File: config.mk
export PLATFORM = sky130hd
export DESIGN_NAME = ch2_4piso
export DESIGN_NICKNAME = d
export VERILOG_FILES = /design/src/rtl/ch2_4piso.sv
export SDC_FILE = /design/constraint.sdc
export NUM_CORES = 1
export LEC_CHECK = 0
export CAP_MARGIN = 20
export CORE_MARGIN = 2
export CORE_UTILIZATION = 45
export CTS_CLUSTER_SIZE = 10
export DETAILED_ROUTE_END_ITERATION = 8
export PLACE_DENSITY = 0.72
export SYNTH_ARGS = -nofsm -noshare
export SYNTH_HDL_FRONTEND = slang
export SYNTH_SLANG_ARGS = --single-unit
File: constraint.sdc
create_clock -name CLK -period 1.27 [get_ports CLK]
set_input_delay 0.381 -clock CLK [delete_from_list [all_inputs] [get_ports CLK]]
set_output_delay 0.381 -clock CLK [all_outputs]
set_load 0.01 [all_outputs]
File: src/rtl/ch2_4piso.sv
// ch2_4piso: parallel-in / serial-out converter with a one-word holding buffer.
// A parallel word is accepted on a rising CLK edge where LOAD=1 and READY=1.
// Its bits then appear on SOUT, one per cycle, starting the next cycle.
// A word offered while another is shifting is parked in the holding buffer.
// Back-to-back words stream with no idle gap between them.
//
// Ports:
//   CLK        - clock; all state updates on the rising edge
//   RESETN     - asynchronous active-low reset
//   LOAD       - parallel-word offer
//   DATA_IN    - parallel word, sampled only on acceptance
//   READY      - word can be accepted this cycle (holding buffer not full)
//   SOUT       - serial data bit
//   SOUT_VALID - SOUT carries a valid data bit
//   SOUT_LAST  - SOUT carries the final bit of a word
module ch2_4piso #(
  parameter int WIDTH     = 4,
  parameter bit MSB_FIRST = 1'b1
) (
  input  logic             CLK,
  input  logic             RESETN,
  input  logic             LOAD,
  input  logic [WIDTH-1:0] DATA_IN,
  output logic             READY,
  output logic             SOUT,
  output logic             SOUT_VALID,
  output logic             SOUT_LAST
);

  localparam int CW = (WIDTH > 2) ? $clog2(WIDTH) : 1;

  typedef enum logic {IDLE, SHIFT} state_t;

  state_t           state, state_d;
  logic [WIDTH-1:0] sreg, sreg_d;
  logic [WIDTH-1:0] hold, hold_d;
  logic [CW-1:0]    cnt, cnt_d;
  logic             full, full_d;

  logic [WIDTH-1:0] shifted;
  logic             is_last;
  logic             accept;

  always_ff @(posedge CLK or negedge RESETN) begin
    if (!RESETN) begin
      state <= IDLE;
      sreg  <= '0;
      hold  <= '0;
      cnt   <= '0;
      full  <= 1'b0;
    end else begin
      state <= state_d;
      sreg  <= sreg_d;
      hold  <= hold_d;
      cnt   <= cnt_d;
      full  <= full_d;
    end
  end

  always_comb begin
    state_d    = state;
    sreg_d     = sreg;
    hold_d     = hold;
    cnt_d      = cnt;
    full_d     = full;
    shifted    = '0;
    is_last    = 1'b0;
    accept     = LOAD && !full;
    READY      = !full;
    SOUT       = 1'b0;
    SOUT_VALID = 1'b0;
    SOUT_LAST  = 1'b0;

    if (MSB_FIRST) shifted = {sreg[WIDTH-2:0], 1'b0};
    else           shifted = {1'b0, sreg[WIDTH-1:1]};

    case (state)
      IDLE: begin
        if (accept) begin
          sreg_d  = DATA_IN;
          cnt_d   = '0;
          state_d = SHIFT;
        end
      end
      SHIFT: begin
        is_last    = (cnt == CW'(WIDTH - 1));
        SOUT       = MSB_FIRST ? sreg[WIDTH-1] : sreg[0];
        SOUT_VALID = 1'b1;
        SOUT_LAST  = is_last;
        if (is_last) begin
          // Word boundary: a buffered word has priority; with an empty
          // buffer a word offered now goes straight into the shifter.
          cnt_d = '0;
          if (full) begin
            sreg_d = hold;
            full_d = 1'b0;
          end else if (LOAD) begin
            sreg_d = DATA_IN;
          end else begin
            sreg_d  = shifted;
            state_d = IDLE;
          end
        end else begin
          sreg_d = shifted;
          cnt_d  = cnt + CW'(1);
          if (accept) begin
            hold_d = DATA_IN;
            full_d = 1'b1;
          end
        end
      end
      default: state_d = IDLE;
    endcase
  end

endmodule
======== After elaboration in Yosys (flattened, before gate mapping) ========
Index checks and enable logic that the tools add are counted.
word-level totals
  flip-flop bits (word level) ............. 12
  input port bits ......................... 7
  output and inout port bits .............. 4
  word-level logic and storage cells ...... 33
cells by class
  add/sub/neg operators ................... 1
  equality and inequality tests ........... 2
  mux-type cells .......................... 18
  bitwise logic cells ..................... 2
  reduce and logical (&&, ||, !) cells .... 5
operator list
  kind                                         number
  2-to-1 mux 4 bit                             4
  2-to-1 mux 1 bit                             9
  case mux 4 bit (2 select lines)              1
  2-to-1 mux 2 bit                             2
  case mux 2 bit (2 select lines)              1
  AND reduction 3 bit                          1
  adder 2 x 1 -> 2 bit, second input constant  1
  equality test 2 bit, second input constant   1
  != test 2 bit, second input constant         1
  inverter 1 bit                               2
  case mux 1 bit (2 select lines)              1
  AND reduction 2 bit                          1
  nonzero test 2 bit                           1
  logical AND 1 bit                            1
  logical NOT 1 bit                            1

======== Depth between registers and ports, before layout ========
  depth after elaboration ................. 4
  gate-level depth with buffers ........... 4
  mapped depth without buffers ............ 4

======== Worst setup path before layout ========
Ideal clock, no wire load.
  kind .................................... register -> register
  start point ............................. reg cnt[0]
  end point ............................... reg hold[0]
  library setup time ...................... 0.128 ns
  data arrival time ....................... 1.193 ns
  data required time ...................... 1.142 ns
  setup slack ............................. -0.051 ns
  cell stages (with the launch flop) ...... 5
  path buffers ............................ 0
  clock period less this slack ............ 1.321 ns
  path through ............................ dfrtp_1 > ha_1 > nand2b_1 > nor2_4 > mux2_1
between the ends
  cells in the longest elaborated chain, start to end .. 3
ends and longest elaborated chain
  what                                  RTL line  text
  start: declaration                    37        logic [CW-1:0] cnt, cnt_d;
  start signal: assignment              55        cnt <= cnt_d;
  equality test 2 bit                   86        is_last = (cnt == CW'(WIDTH - 1));
  inverter 1 bit (no source line)       --
  AND reduction 3 bit (no source line)  --
  end signal: assignment                54        hold <= hold_d;
  end: declaration                      36        logic [WIDTH-1:0] hold, hold_d;
Every way passes these cells.
A chain may end at the register's enable or synchronous reset.

======== Final worst setup path ========
  start point ............................. reg cnt[1]
  end point ............................... out SOUT_LAST
between the ends
  cells in the longest elaborated chain, start to end .. 2
ends and longest elaborated chain
  what                 RTL line  text
  equality test 2 bit  86
  2-to-1 mux 1 bit     77        case (state)
  end: declaration     27        output logic SOUT_LAST
Every way passes these cells.

==> results.json <==
{
  "dieArea_um2": 1834,
  "grt_use_total": 0.2199,
  "violations": "setup timing",
  "syn_area_um2": 678.2,
  "combPwrFrac": 0.578,
  "slew_viol_final": 0,
  "syn_nets": 71,
  "synth_edf_count": 0,
  "clk_pin_slew_ns": 0.08,
  "critPathKind": "flop to output pin",
  "ant_nets": 0,
  "r2r_slack_ns": -0.22,
  "final_area_um2": 992.2,
  "post-route-util": 0.6824,
  "hold_viol": 0,
  "h-tree-depth": 1,
  "portBuffers": 10,
  "crit_arrival_ns": 1.14,
  "synth_ff_type": "dfrtp_1",
  "ys_warn_count": 0,
  "first_iter_violations": 8,
  "required_ns": 0.89,
  "crit_chain": "ha_2, and2_4, buf_6",
  "hold_class": "input port to async pin",
  "grt_pass1_wl_um": 2898,
  "p_int_w": 0.001525,
  "avgViaCountPerCell": 5.558,
  "critical_path.slowest_cell": "dfrtp_1",
  "ctsHoldBuffers": 0,
  "pin_count": 11,
  "netSwitchingPower_w": 0.0008894,
  "syn_area_per_cell_um2": 10.94,
  "slowest_delay_ns": 0.41,
  "tightestPinTransition_ns": 0.2190,
  "dp.cells": 96,
  "cp_num_buf_inv": 1,
  "rows": 14,
  "clk_path_buf_depth": 2,
  "grt_overflow": 0,
  "clockRootBuffer": "clkbuf_4",
  "pre_cts_ws_ns": -0.3709,
  "layout-drive-gt1-share": 0.5114,
  "rsz0062_at_grt": "yes",
  "synthArstFlopShare": 1.000,
  "p_leak_nw": 0.4570,
  "ir_drop_v": 0.001246,
  "dp_hpwl_um": 1069,
  "clkPwrFrac": 0.128,
  "reg2reg_from": "cnt[1]",
  "vias": 578,
  "wl_um": 1750,
  "dr.pass1.iters": 5,
  "fin_nets": 98,
  "synth-seq-cells": 12,
  "fmax_mhz": 657.2,
  "synth-seq-area-share": 0.4428,
  "swShare": 0.3683,
  "wl_per_cell_um": 16.83,
  "cp_top_family": "flip-flops",
  "die-height_um": 42.82,
  "worst-path-max-fanout": 2,
  "max-slew-margin-rel": 0.8524,
  "drc": 0,
  "grt_max_degree": 17,
  "place_congestion": 0.7270,
  "synth_cell_types": 26,
  "sequentialPowerShare": 0.294,
  "layout.cells.non_filler": 104,
  "core_um2": 1454,
  "r2r_cells": 5,
  "cp-end-kind": "output pin",
  "reg2reg_to": "hold[0]",
  "insertion_delay_ns": 0.27,
  "cts_tree": "yes",
  "antenna_found_initial": 0,
  "postSynthCellCount": 62,
  "period_share": 1.198,
  "fp.dieW_um": 42.82,
  "critPathLaunchType": "flop",
  "setup_viol": 7,
  "diodes": 0,
  "start_util": 0.4664,
  "cts_buffers": 3,
  "drv_cap": 0,
  "power_density_nw_per_um2": 2434,
  "grt_pass1_vias": 629,
  "place_area_um2": 884.6,
  "min_period_ns": 1.522,
  "timing.final.ws_setup_ns": -0.2517,
  "setup_tns_ns": -1.249,
  "cts.sinks": 12,
  "clock_skew_ns": 0.003835,
  "status": "complete, but fails checks",
  "area_growth_syn_to_layout_pct": 46.31
}
## power by group through the flow
stage	clock, W	combinational (W)	sequential [W]
CTS	0.000314	0.00130	0.000692
finish	0.000309	0.00140	0.000710
detailed placement	0	0.00117	0.000700
global placement	0	0.00113	0.000693
global route	0.000339	0.00152	0.000724
floorplan	0	0.000798	0.000674
## sequential cells by signal, summed over array words and instances (netlist names)
signal / flops
hold: 4
sreg: 4
cnt: 2
full: 1
state: 1
## routing by layer
layer	wire (um)	share of wire	global-route usage	vias up
met3	61	0.035	0.05957	0
met4	0	0	0.1063	0
met5	0	0	0	-
met2	921	0.53	0.3606	11
met1	766	0.44	0.2627	295
li1	-	-	-	272
## synthesized netlist by cell type, types with 2 or more instances
cell type | n | area, um^2
dfrtp_1 | 12 | 300.3
nand2_1 | 6 | 22.52
a211oi_2 | 4 | 50.05
mux2_1 | 4 | 45.04
nand3b_1 | 4 | 30.03
nor3b_1 | 3 | 22.52
o21ai_1 | 3 | 15.01
a211oi_1 | 2 | 15.01
and2_1 | 2 | 12.51
and3b_2 | 2 | 20.02
buf_2 | 2 | 10.01
ha_1 | 2 | 25.02
inv_1 | 2 | 7.510
o21ai_0 | 2 | 10.01
## worst max path at each step
stage	start	to	slack, ns	depth (start not counted)
after floorplan	cnt[0]	hold[0]	-0.02	4
after global placement	cnt[1]	SOUT_LAST	-0.34	3
after detailed placement	LOAD	sreg[3]	-0.37	5
after CTS	cnt[1]	SOUT_LAST	-0.24	3
after global routing	cnt[1]	SOUT_LAST	-0.29	3
final	cnt[1]	SOUT_LAST	-0.25	3
## layout by cell type (no fill, tap or decap), types with 3 or more instances in the layout
| cell type | netlist | layout |
|---|---|---|
| mux2_4 | 0 | 4 |
| clkbuf_4 | 0 | 3 |
| nand3b_1 | 4 | 4 |
| and3b_2 | 2 | 3 |
| o21ai_1 | 3 | 3 |
| nand2_1 | 6 | 6 |
| a211oi_2 | 4 | 3 |
| buf_2 | 2 | 4 |
| buf_4 | 1 | 12 |
| buf_6 | 1 | 4 |
| dfrtp_1 | 12 | 12 |
| clkdlybuf4s50_1 | 0 | 5 |
## kinds of logic (layout without fill, tap and decap cells)
kind of cell	Yosys count	in the layout	synth area share
AO/OA/AOI/OAI	16	16	0.1845
adder cells (fa/ha/maj)	2	2	0.03689
buffers and inverters	6	32	0.05351
flip-flops	12	12	0.4428
multiplexers	4	4	0.06642
AND/OR/NAND/NOR	22	22	0.2159
## cell type report
| type | count | area [um^2] |
|---|---|---|
| fillers | 116 | 461.7 |
| multi-input cells | 44 | 414.1 |
| flip-flops and latches | 12 | 300.3 |
| repair buffers | 26 | 214.0 |
| clock buffers | 4 | 36.28 |
| well taps | 16 | 20.02 |
| inverters | 2 | 7.507 |
## through the flow
stage               hold slack (ns)  total power, W
floorplan                   0.08541        0.001472
global placement             0.4904        0.001827
detailed placement           0.4868        0.001869
CTS                          0.4039        0.002310
global route                 0.4150        0.002583
finish                       0.4002        0.002415
## what timing repair did
action	in CTS	in global routing
buffers inserted	3	2
pin swaps	5	4
cloned	1	0
endpoints found under the setup margin	12	9
gates resized for setup	28	3
No activity file was read; power rests on OpenSTA's default activity.
